$ cat src/rtl/matmul_pkg.sv
// Shared definitions for the 4x4 matrix-multiply sequencer: state encoding,
// matrix dimension, default RAM region bases and the done-flag address.
// Optional build macro MATMUL_SIGNED_EN is consumed by matmul_mac only.
package matmul_pkg;

  localparam int unsigned DIM    = 4;
  localparam int unsigned IDX_W  = 2;
  localparam int unsigned ADDR_W = 9;

  localparam logic [ADDR_W-1:0] A_BASE_DEF = 9'h000;
  localparam logic [ADDR_W-1:0] B_BASE_DEF = 9'h040;
  localparam logic [ADDR_W-1:0] C_BASE_DEF = 9'h080;
  localparam logic [ADDR_W-1:0] LISTO_ADDR = 9'h184;

  localparam logic [IDX_W-1:0] IDX_LAST = IDX_W'(DIM - 1);

  typedef enum logic [2:0] {
    IDLE,
    RD_A,
    RD_B,
    MAC,
    WRITE,
    DONE
  } state_e;

  // Row-major element address: base + DIM*row + col (DIM is a power of two).
  function automatic logic [ADDR_W-1:0] elem_addr(input logic [ADDR_W-1:0] base,
                                                  input logic [IDX_W-1:0]  row,
                                                  input logic [IDX_W-1:0]  col);
    return base + ADDR_W'({row, col});
  endfunction

endpackage

$ cat src/rtl/matmul_mac.sv
// Multiply-accumulate datapath for one C element.
// Ports: clk_i/rst_i (sync active-high), clr_i zeroes acc, en_i adds a_i*b_i,
//        acc_o is the running sum.
// Macro MATMUL_SIGNED_EN: defined -> two's-complement operands with the
// product sign-extended; undefined -> unsigned, zero-extended product.
module matmul_mac
  import matmul_pkg::*;
#(
  parameter int unsigned DATA_W = 8,
  parameter int unsigned ACC_W  = 18
) (
  input  logic              clk_i,
  input  logic              rst_i,
  input  logic              clr_i,
  input  logic              en_i,
  input  logic [DATA_W-1:0] a_i,
  input  logic [DATA_W-1:0] b_i,
  output logic [ACC_W-1:0]  acc_o
);

  localparam int unsigned PROD_W = 2 * DATA_W;
  localparam int unsigned EXT_W  = ACC_W - PROD_W;

  logic [ACC_W-1:0] acc_q, acc_d;
  logic [ACC_W-1:0] prod_ext;

`ifdef MATMUL_SIGNED_EN
  logic signed [PROD_W-1:0] prod;
  assign prod     = $signed(a_i) * $signed(b_i);
  assign prod_ext = {{EXT_W{prod[PROD_W-1]}}, prod};
`else
  logic [PROD_W-1:0] prod;
  assign prod     = a_i * b_i;
  assign prod_ext = {{EXT_W{1'b0}}, prod};
`endif

  // Clear wins over accumulate so a new element always starts from zero.
  always_comb begin
    acc_d = acc_q;
    if (clr_i) begin
      acc_d = '0;
    end else if (en_i) begin
      acc_d = acc_q + prod_ext;
    end
  end

  always_ff @(posedge clk_i) begin
    if (rst_i) begin
      acc_q <= '0;
    end else begin
      acc_q <= acc_d;
    end
  end

  assign acc_o = acc_q;

endmodule

$ cat src/rtl/matmul_sequencer.sv
// Control stage of the 4x4 matrix multiplier: computes C = A x B one element
// at a time from the shared operand RAM, writes each C element back, then
// pulses EnableListo to set the done flag.
// Ports: CLK, ResetMaster (sync active-high), Start (level, sampled in IDLE),
//        RdEn/RdAddr/RdData (read port, data one cycle after RdEn),
//        WrEn/WrAddr/WrData (result write), Busy, EnableListo.
// Outputs are Moore-decoded from registered state and counters.
// Macro MATMUL_SIGNED_EN selects signed arithmetic inside matmul_mac.
module matmul_sequencer
  import matmul_pkg::*;
#(
  parameter int unsigned       DATA_W = 8,
  parameter int unsigned       ACC_W  = 18,
  parameter logic [ADDR_W-1:0] A_BASE = A_BASE_DEF,
  parameter logic [ADDR_W-1:0] B_BASE = B_BASE_DEF,
  parameter logic [ADDR_W-1:0] C_BASE = C_BASE_DEF
) (
  input  logic              CLK,
  input  logic              ResetMaster,
  input  logic              Start,
  output logic              RdEn,
  output logic [ADDR_W-1:0] RdAddr,
  input  logic [DATA_W-1:0] RdData,
  output logic              WrEn,
  output logic [ADDR_W-1:0] WrAddr,
  output logic [ACC_W-1:0]  WrData,
  output logic              Busy,
  output logic              EnableListo
);

  state_e             state_q, state_d;
  logic [IDX_W-1:0]   i_q, i_d;
  logic [IDX_W-1:0]   j_q, j_d;
  logic [IDX_W-1:0]   k_q, k_d;
  logic [DATA_W-1:0]  a_q, a_d;
  logic               mac_clr, mac_en;
  logic [ACC_W-1:0]   acc;

  matmul_mac #(
    .DATA_W (DATA_W),
    .ACC_W  (ACC_W)
  ) u_mac (
    .clk_i (CLK),
    .rst_i (ResetMaster),
    .clr_i (mac_clr),
    .en_i  (mac_en),
    .a_i   (a_q),
    .b_i   (RdData),
    .acc_o (acc)
  );

  // Next-state, counter update and Moore output decode.
  always_comb begin
    state_d     = state_q;
    i_d         = i_q;
    j_d         = j_q;
    k_d         = k_q;
    a_d         = a_q;
    mac_clr     = 1'b0;
    mac_en      = 1'b0;
    RdEn        = 1'b0;
    RdAddr      = '0;
    WrEn        = 1'b0;
    WrAddr      = '0;
    WrData      = '0;
    Busy        = 1'b1;
    EnableListo = 1'b0;

    unique case (state_q)
      IDLE: begin
        Busy = 1'b0;
        if (Start) begin
          state_d = RD_A;
          i_d     = '0;
          j_d     = '0;
          k_d     = '0;
          mac_clr = 1'b1;
        end
      end
      RD_A: begin
        RdEn    = 1'b1;
        RdAddr  = elem_addr(A_BASE, i_q, k_q);
        state_d = RD_B;
      end
      RD_B: begin
        // RdData now carries the A element requested in RD_A.
        RdEn    = 1'b1;
        RdAddr  = elem_addr(B_BASE, k_q, j_q);
        a_d     = RdData;
        state_d = MAC;
      end
      MAC: begin
        // RdData now carries the B element requested in RD_B.
        mac_en = 1'b1;
        if (k_q == IDX_LAST) begin
          k_d     = '0;
          state_d = WRITE;
        end else begin
          k_d     = k_q + 2'd1;
          state_d = RD_A;
        end
      end
      WRITE: begin
        WrEn    = 1'b1;
        WrAddr  = elem_addr(C_BASE, i_q, j_q);
        WrData  = acc;
        mac_clr = 1'b1;
        j_d     = j_q + 2'd1;
        if (j_q == IDX_LAST) begin
          i_d = i_q + 2'd1;
        end
        if ((i_q == IDX_LAST) && (j_q == IDX_LAST)) begin
          state_d = DONE;
        end else begin
          state_d = RD_A;
        end
      end
      DONE: begin
        EnableListo = 1'b1;
        state_d     = IDLE;
      end
      default: begin
        state_d = IDLE;
      end
    endcase
  end

  always_ff @(posedge CLK) begin
    if (ResetMaster) begin
      state_q <= IDLE;
      i_q     <= '0;
      j_q     <= '0;
      k_q     <= '0;
      a_q     <= '0;
    end else begin
      state_q <= state_d;
      i_q     <= i_d;
      j_q     <= j_d;
      k_q     <= k_d;
      a_q     <= a_d;
    end
  end

endmodule

$ cat config.mk
export PLATFORM = sky130hd
export DESIGN_NAME = matmul_sequencer
export DESIGN_NICKNAME = d
export VERILOG_FILES = /design/src/rtl/matmul_pkg.sv /design/src/rtl/matmul_mac.sv /design/src/rtl/matmul_sequencer.sv
export SDC_FILE = /design/constraint.sdc
export NUM_CORES = 1
export LEC_CHECK = 0
export ABC_AREA = 1
export CAP_MARGIN = 10
export CORE_MARGIN = 2
export CORE_UTILIZATION = 50
export CTS_CLUSTER_DIAMETER = 80
export CTS_CLUSTER_SIZE = 40
export DETAILED_ROUTE_END_ITERATION = 10
export PLACE_DENSITY = 0.72
export SYNTH_ARGS = -nofsm -noshare
export SYNTH_HDL_FRONTEND = slang
export SYNTH_SLANG_ARGS = --single-unit
$ cat constraint.sdc
create_clock -name CLK -period 5.7 [get_ports CLK]
set_input_delay 1.14 -clock CLK [delete_from_list [all_inputs] [get_ports CLK]]
set_output_delay 1.14 -clock CLK [all_outputs]
set_load 0.005 [all_outputs]
==> flow_summary.ini, run 1 <==
[cells_and_area]
n_antenna_cell = 0
final-seq-area_um2 = 700.7
drive_gt1_frac = 0.03536
multi_input_area_um2 = 2978
syn2layout_area_growth_pct = 11.12
fillCellCount = 880
post-route-util = 0.5640
nets = 811
final_cells = 818

[floorplanning]
initial_utilization = 0.5075
die-area_um2 = 9985
die_h_um = 99.93
dieWidth_um = 99.93
coreArea_um2 = 9065
ioPinCount = 51
num_rows = 35

[route]
wirelength_um = 10190
drt-initial-drc-count = 195
vias_per_cell = 4.806
drc = 0
ant_nets = 0
wl_per_cell_um = 12.46
num_vias = 3931
drt_pass1_iterations = 4

[worst_setup_path]
arrival_ns = 5.37
max_stage_delay_ns = 0.65
crit_chain = clkdlybuf4s50_1, nand2_1, fa_1, fa_1, inv_1, fa_1, inv_1, fa_1, inv_1, ha_1, nand2_1, inv_1, nand2_1, nand3_1, nand2_1, nand2_1, nand2_1, nand3_1, nand2_1, inv_1
cp.required_ns = 5.90
end_kind = flop
cpLargestDelayFamily = adder cells
critPathLaunchType = input pin
slowest_stage = clkdlybuf4s50_1
crit_type = in2reg
crit_top_cell = nand2_1
cp_max_fo = 9
path_buf_inv = 6

[pwr]
p_leak_nw = 2.924
peakVddDrop_mv = 0.07868
power_density_nw_per_um2 = 163.6

[clock_network]
ctsHoldBuffers = 0
cts_tree = yes
insertion_delay_ns = 0.30
cts-root-buf = clkbuf_8
cts_made_buffers = 5
cts_sinks = 35
clk_path_buf_depth = 2
cts_setup_buffers = 0
cts_resized = 0
clkTransAtPathRegs_ns = 0.08
htreeDepth = 2

[place]
io_buffers = 42
place_inst = 811
gp_congestion = 0.9046
hpwl_um = 8403

[yosys]
ys_types = 32
async_flop_share = 0
yosysTopAreaCell = fa_1
netlist_top_cells_area = fa_1 22%, inv_1 16%, dfxtp_1 15%
yosysWarnings = 0
ys_seq_area_frac = 0.1523
synth_edf_count = 0
ys.flop_type = dfxtp_1
syn_area_um2 = 4601
synthCells = 682
ys_seq_elements = 35
syn_area_per_cell_um2 = 6.746
synth.top_cell.area_share = 0.2176

[timing]
fin_worst_skew_ns = 0.004091
timing.setup.tns_ns = 0
finalSetupViolCount = 0
slew_headroom = 0.5539
worst_pin_slew_ns = 0.6684
rsz0062_at_grt = false
drv_slew = 0
finalHoldViolations = 0
max_freq_ghz = 0.1934
period_share = 0.9070
final.min_clock_period_ns = 5.170

[grt]
grt_usage = 0.2180
grt_pass1_wl_um = 17510
grt_overflow = 0
grt_start_max_net_pins = 28
grt_pass1_vias = 3781
antenna_found_initial = 0

[run_status]
outcome = completed

[run]
drv_cap = 0

[worst_hold_path]
hp-class = reg2reg
Yosys cell counts (all sizes together) (3+ instances only):
cell type and instances:
inv 203, nand2 165, nor2 55, fa 50, ha 43, dfxtp 35
a21oi 34, nand3 26, clkbuf 19, buf 14, o21ai 13, nand4 4
o22ai 4, xor2 4, nor3 3
sequential cells by signal, summed over array words and instances, names as in the netlist:
signal and cells:
i_q 2, j_q 2, k_q 2, state_q 3
u_mac.acc_o 18, a_q 8
routing by layer:
metal,vias to the layer above,share of wire,track usage,wire length [um]
li1,2002,-,-,-
met1,1831,0.45,0.3025,4602
met2,89,0.49,0.3706,4996
met3,9,0.048,0.02437,485
met4,0,0.010,0.04531,107
met5,-,0,0,0
kinds of logic after synthesis:
kind of cell	after synthesis	share of synthesized area
AND/OR/NAND/NOR	256	0.2320
buffers and inverters	238	0.2061
other	1	0.0008151
AO/OA/AOI/OAI	54	0.06472
flip-flops	35	0.1523
adder cells (fa/ha/maj)	93	0.3345
XOR/XNOR	5	0.009518
report_power, final:
| part | internal [W] | leakage [nW] | switching, W |
|---|---|---|---|
| clock network | 0.0000951 | 0.0470 | 0.000100 |
| logic | 0.000137 | 2.59 | 0.000224 |
| registers | 0.000258 | 0.284 | 0.0000223 |
layout by cell type (no fill, tap or decap):
master           Yosys  layout
inv_1              199     199
nand2_1            163     163
nor2_1              53      53
fa_1                50      50
ha_1                43      43
clkdlybuf4s50_1      0      42
dfxtp_1             35      35
a21oi_1             30      30
nand3_1             24      24
o21ai_0             13      13
conb_1               1       8
clkbuf_8             0       6
o22ai_1              4       4
a21oi_2              4       4
nand4_1              4       4
xor2_1               4       4
inv_2                3       3
nor3_1               3       3
clkinv_1             2       2
nand3_2              2       2
or2_2                2       2
a211oi_1             2       2
buf_4               10       2
nor2_2               1       1
nand2_4              1       1
inv_4                1       1
nor2_8               1       1
nand2_8              1       1
o21bai_1             1       1
and2_1               1       1
xnor2_1              1       1
clkinv_2             0       1
worst reg2reg max path: cells and delay by family (launching register included):
| family | cells | cell delay (ns) |
|---|---|---|
| DFF | 1 | 0.54 |
| buffers and inverters | 5 | 0.24 |
| adders and majority gates | 5 | 2.48 |
| and+or+nand+nor | 9 | 0.87 |
path summary, 6_finish.rpt:
kind	start	end	slack (ns)	depth (start not counted)
max reg2reg	a_q[0]	u_mac.acc_o[12]	1.48	19
min	u_mac.acc_o[4]	u_mac.acc_o[4]	0.46	2
max	RdData[7]	u_mac.acc_o[12]	0.53	20
min reg2reg	u_mac.acc_o[4]	u_mac.acc_o[4]	0.46	2
per-stage QoR:
step | area, um2 | hold WS, ns | power (W) | setup WS [ns]
global route | 5112 | 0.4892 | 0.0009120 | 0.2525
global placement | 5025 | 0.4509 | 0.0006353 | 0.3044
floorplan | 4627 | 0.4389 | 0.0005622 | 0.9265
CTS | 5112 | 0.4687 | 0.0008477 | 0.5368
finish | 5112 | 0.4644 | 0.0008362 | 0.5299
detailed placement | 5025 | 0.4563 | 0.0006484 | 0.2269
area by class of cell:
class                   count  area share
repair buffers             44     0.08517
well taps                 111     0.02717
inverters                 205      0.1510
multi-input cells         416      0.5825
clock buffers               6     0.01615
clock inverters             1   0.0009790
flip-flops and latches     35      0.1371
Power figures use the tool's default switching activity.
==> run 2, diff against run 1 <==
Settings changed: CAP_MARGIN 10 to 30.
==> results of run 2 <==
Same layout as run 1: the final DEF is identical, and so are final timing and power.
==> run 3, diff against run 2 <==
Settings changed: CAP_MARGIN 30 to unset, CELL_PAD_IN_SITES_DETAIL_PLACEMENT set to 0, CELL_PAD_IN_SITES_GLOBAL_PLACEMENT set to 2, CORE_UTILIZATION 50 to 32, PLACE_DENSITY 0.72 to unset, PLACE_DENSITY_LB_ADDON set to 0.1.
==> run 3 against run 2 <==
Net effect:
- register-to-register slack worse by 0.12 ns
- via count decreased by 1.3%
- first-iteration DRC count down 38%
- routed wire length up 16%
- setup slack lost 0.18 ns
- clock skew grew 0.0025 ns
- flip-flop and latch count is the same
- critical path depth is the same
- final area grew 3.4%
- core utilization down 19 points
- hold slack lost 0.0017 ns
- largest cell class unchanged
- sequential share of layout area shrank 0.45 points
==> flow_summary.ini, run 3 (synthesis results as in run 1) <==
[clock_network]
cts_tree = yes
cts_setup_buffers = 0
cts_resized = 0
clk_path_buf_depth = 2
cts-root-buf = clkbuf_16
insertion_delay_ns = 0.29
cts_sinks = 35
cts_made_buffers = 5
htreeDepth = 2
ctsHoldBuffers = 0
clkTransAtPathRegs_ns = 0.06

[worst_setup_path]
cp_max_fo = 9
arrival_ns = 5.54
crit_end = u_mac.acc_o[16]
slowest_stage = clkdlybuf4s50_1
max_stage_delay_ns = 0.71
r2r_slack_ns = 1.36
r2r_start = a_q[0]
cpLargestDelayFamily = adder cells
cp_num_cells = 20
reg2regPathDepth = 19
critPathLaunchType = input pin
crit_top_cell = nand2_1
critPathLaunch = RdData[7]
crit_type = in2reg
crit_chain = clkdlybuf4s50_1, nand2_1, fa_1, fa_1, inv_1, fa_1, inv_1, fa_1, inv_1, ha_1, nand2_1, inv_1, nand2_1, nand3_1, nand2_1, nand2_1, nand2_1, nand3_1, nand2_1, inv_1
cp.required_ns = 5.89
rr_endpoint = u_mac.acc_o[16]
path_buf_inv = 6
end_kind = flop

[floorplanning]
initial_utilization = 0.3289
die_h_um = 123.9
die-area_um2 = 15350
coreArea_um2 = 13990
num_rows = 43
dieWidth_um = 123.9
ioPinCount = 51

[place]
place_inst = 880
hpwl_um = 9656
dp_slack_ns = 0.01095
io_buffers = 42
gp_congestion = 0.7868

[timing]
slew_headroom = 0.4753
final.setup.worst_slack_ns = 0.3518
rsz0062_at_grt = false
drv_slew = 0
final.min_clock_period_ns = 5.348
finalHoldViolations = 0
finalSetupViolCount = 0
fin_worst_skew_ns = 0.006612
worst_pin_slew_ns = 0.7862
timing.setup.tns_ns = 0
period_share = 0.9383
max_freq_ghz = 0.1870

[grt]
grtUsageMet1 = 0.2194
grt_overflow = 0
grt_pass1_vias = 3870
grt_use_met2 = 0.2891
grt_usage = 0.1667
top_usage_layer = met2
use_met3 = 0.02473
antenna_found_initial = 0
grt_pass1_wl_um = 19560
grt_start_max_net_pins = 28

[pwr]
p_int_w = 0.0006115
pwr-share-clk = 0.345
power_density_nw_per_um2 = 185.9
p_sw_w = 0.0003709
p_leak_nw = 2.963
power_frac_comb = 0.368
peakVddDrop_mv = 0.1395
p_seq_frac = 0.288
switching_share = 0.3775

[route]
ant_nets = 0
wirelength_um = 11850
drc = 0
num_vias = 3881
drt_pass1_iterations = 4
wl_per_cell_um = 13.35
drt-initial-drc-count = 121
vias_per_cell = 4.370

[cells_and_area]
final_cells = 888
final-seq-area_um2 = 700.7
fillCellCount = 1513
syn2layout_area_growth_pct = 14.88
post-route-util = 0.3778
layout_commonest_cell = inv_1
multi_input_area_um2 = 2978
largest_reg_flops = 18
final_cell_mix = 199 x inv_1, 163 x nand2_1, 53 x nor2_1
nets = 811
n_antenna_cell = 0
drive_gt1_frac = 0.03672

[run]
drv_cap = 0

[run_status]
outcome = completed

[worst_hold_path]
hp-class = reg2reg
## run 3: cell types whose count changed in the layout (fill, tap and decap cells not counted), sizes merged
cell    previous run  this run
bufinv             0         1
## run 3: power by group through the flow
stage	combinational, W	clock [W]	sequential (W)
final	0.000361	0.000338	0.000283
after global routing	0.000423	0.000359	0.000285
after CTS	0.000374	0.000352	0.000283
after detailed placement	0.000372	0	0.000288
after global placement	0.000371	0	0.000289
after floorplan	0.000293	0	0.000269
## run 3: per-stage QoR
| step | hold slack (ns) | area, um2 | total power (W) |
|---|---|---|---|
| after global placement | 0.4540 | 5111 | 0.0006595 |
| after floorplan | 0.4389 | 4627 | 0.0005622 |
| final | 0.4627 | 5285 | 0.0009823 |
| after CTS | 0.4638 | 5285 | 0.001009 |
| after detailed placement | 0.4538 | 5111 | 0.0006607 |
| after global routing | 0.4853 | 5285 | 0.001067 |
## run 3: cell type report
cell class / instances / share of cell area
Inverter: 205 / 0.1461
Multi-Input combinational cell: 416 / 0.5634
Clock inverter: 2 / 0.006629
Sequential cell: 35 / 0.1326
Timing Repair Buffer: 44 / 0.08239
Clock buffer: 6 / 0.02628
Tap cell: 180 / 0.04261
## run 3: worst min path at each step
stage	startpoint	endpoint	slack, ns	depth (start not counted)
3_3_place_gp	u_mac.acc_o[5]	u_mac.acc_o[5]	0.45	2
4_1_cts	u_mac.acc_o[5]	u_mac.acc_o[5]	0.46	2
5_1_grt	u_mac.acc_o[2]	u_mac.acc_o[2]	0.49	2
2_1_floorplan	u_mac.acc_o[1]	u_mac.acc_o[1]	0.44	2
3_5_place_dp	u_mac.acc_o[5]	u_mac.acc_o[5]	0.45	2
6_report	u_mac.acc_o[2]	u_mac.acc_o[2]	0.46	2
## run 3: worst reg2reg max path, stage by stage, from the launching register on
cell	delay (ns)
dfxtp_1	0.56
nand2_1	0.14
fa_1	0.53
fa_1	0.54
inv_1	0.06
fa_1	0.54
inv_1	0.06
fa_1	0.53
inv_1	0.04
ha_1	0.34
nand2_1	0.14
inv_1	0.05
nand2_1	0.06
nand3_1	0.20
nand2_1	0.15
nand2_1	0.06
nand2_1	0.06
nand3_1	0.07
nand2_1	0.08
inv_1	0.04
## run 3: layer usage
layer / part of all wire / vias to the layer above / routed length (um)
met5: 0 / - / 0
met4: 0.0098 / 0 / 116
met3: 0.029 / 7 / 343
met2: 0.48 / 57 / 5685
met1: 0.48 / 1819 / 5707
li1: - / 1998 / -
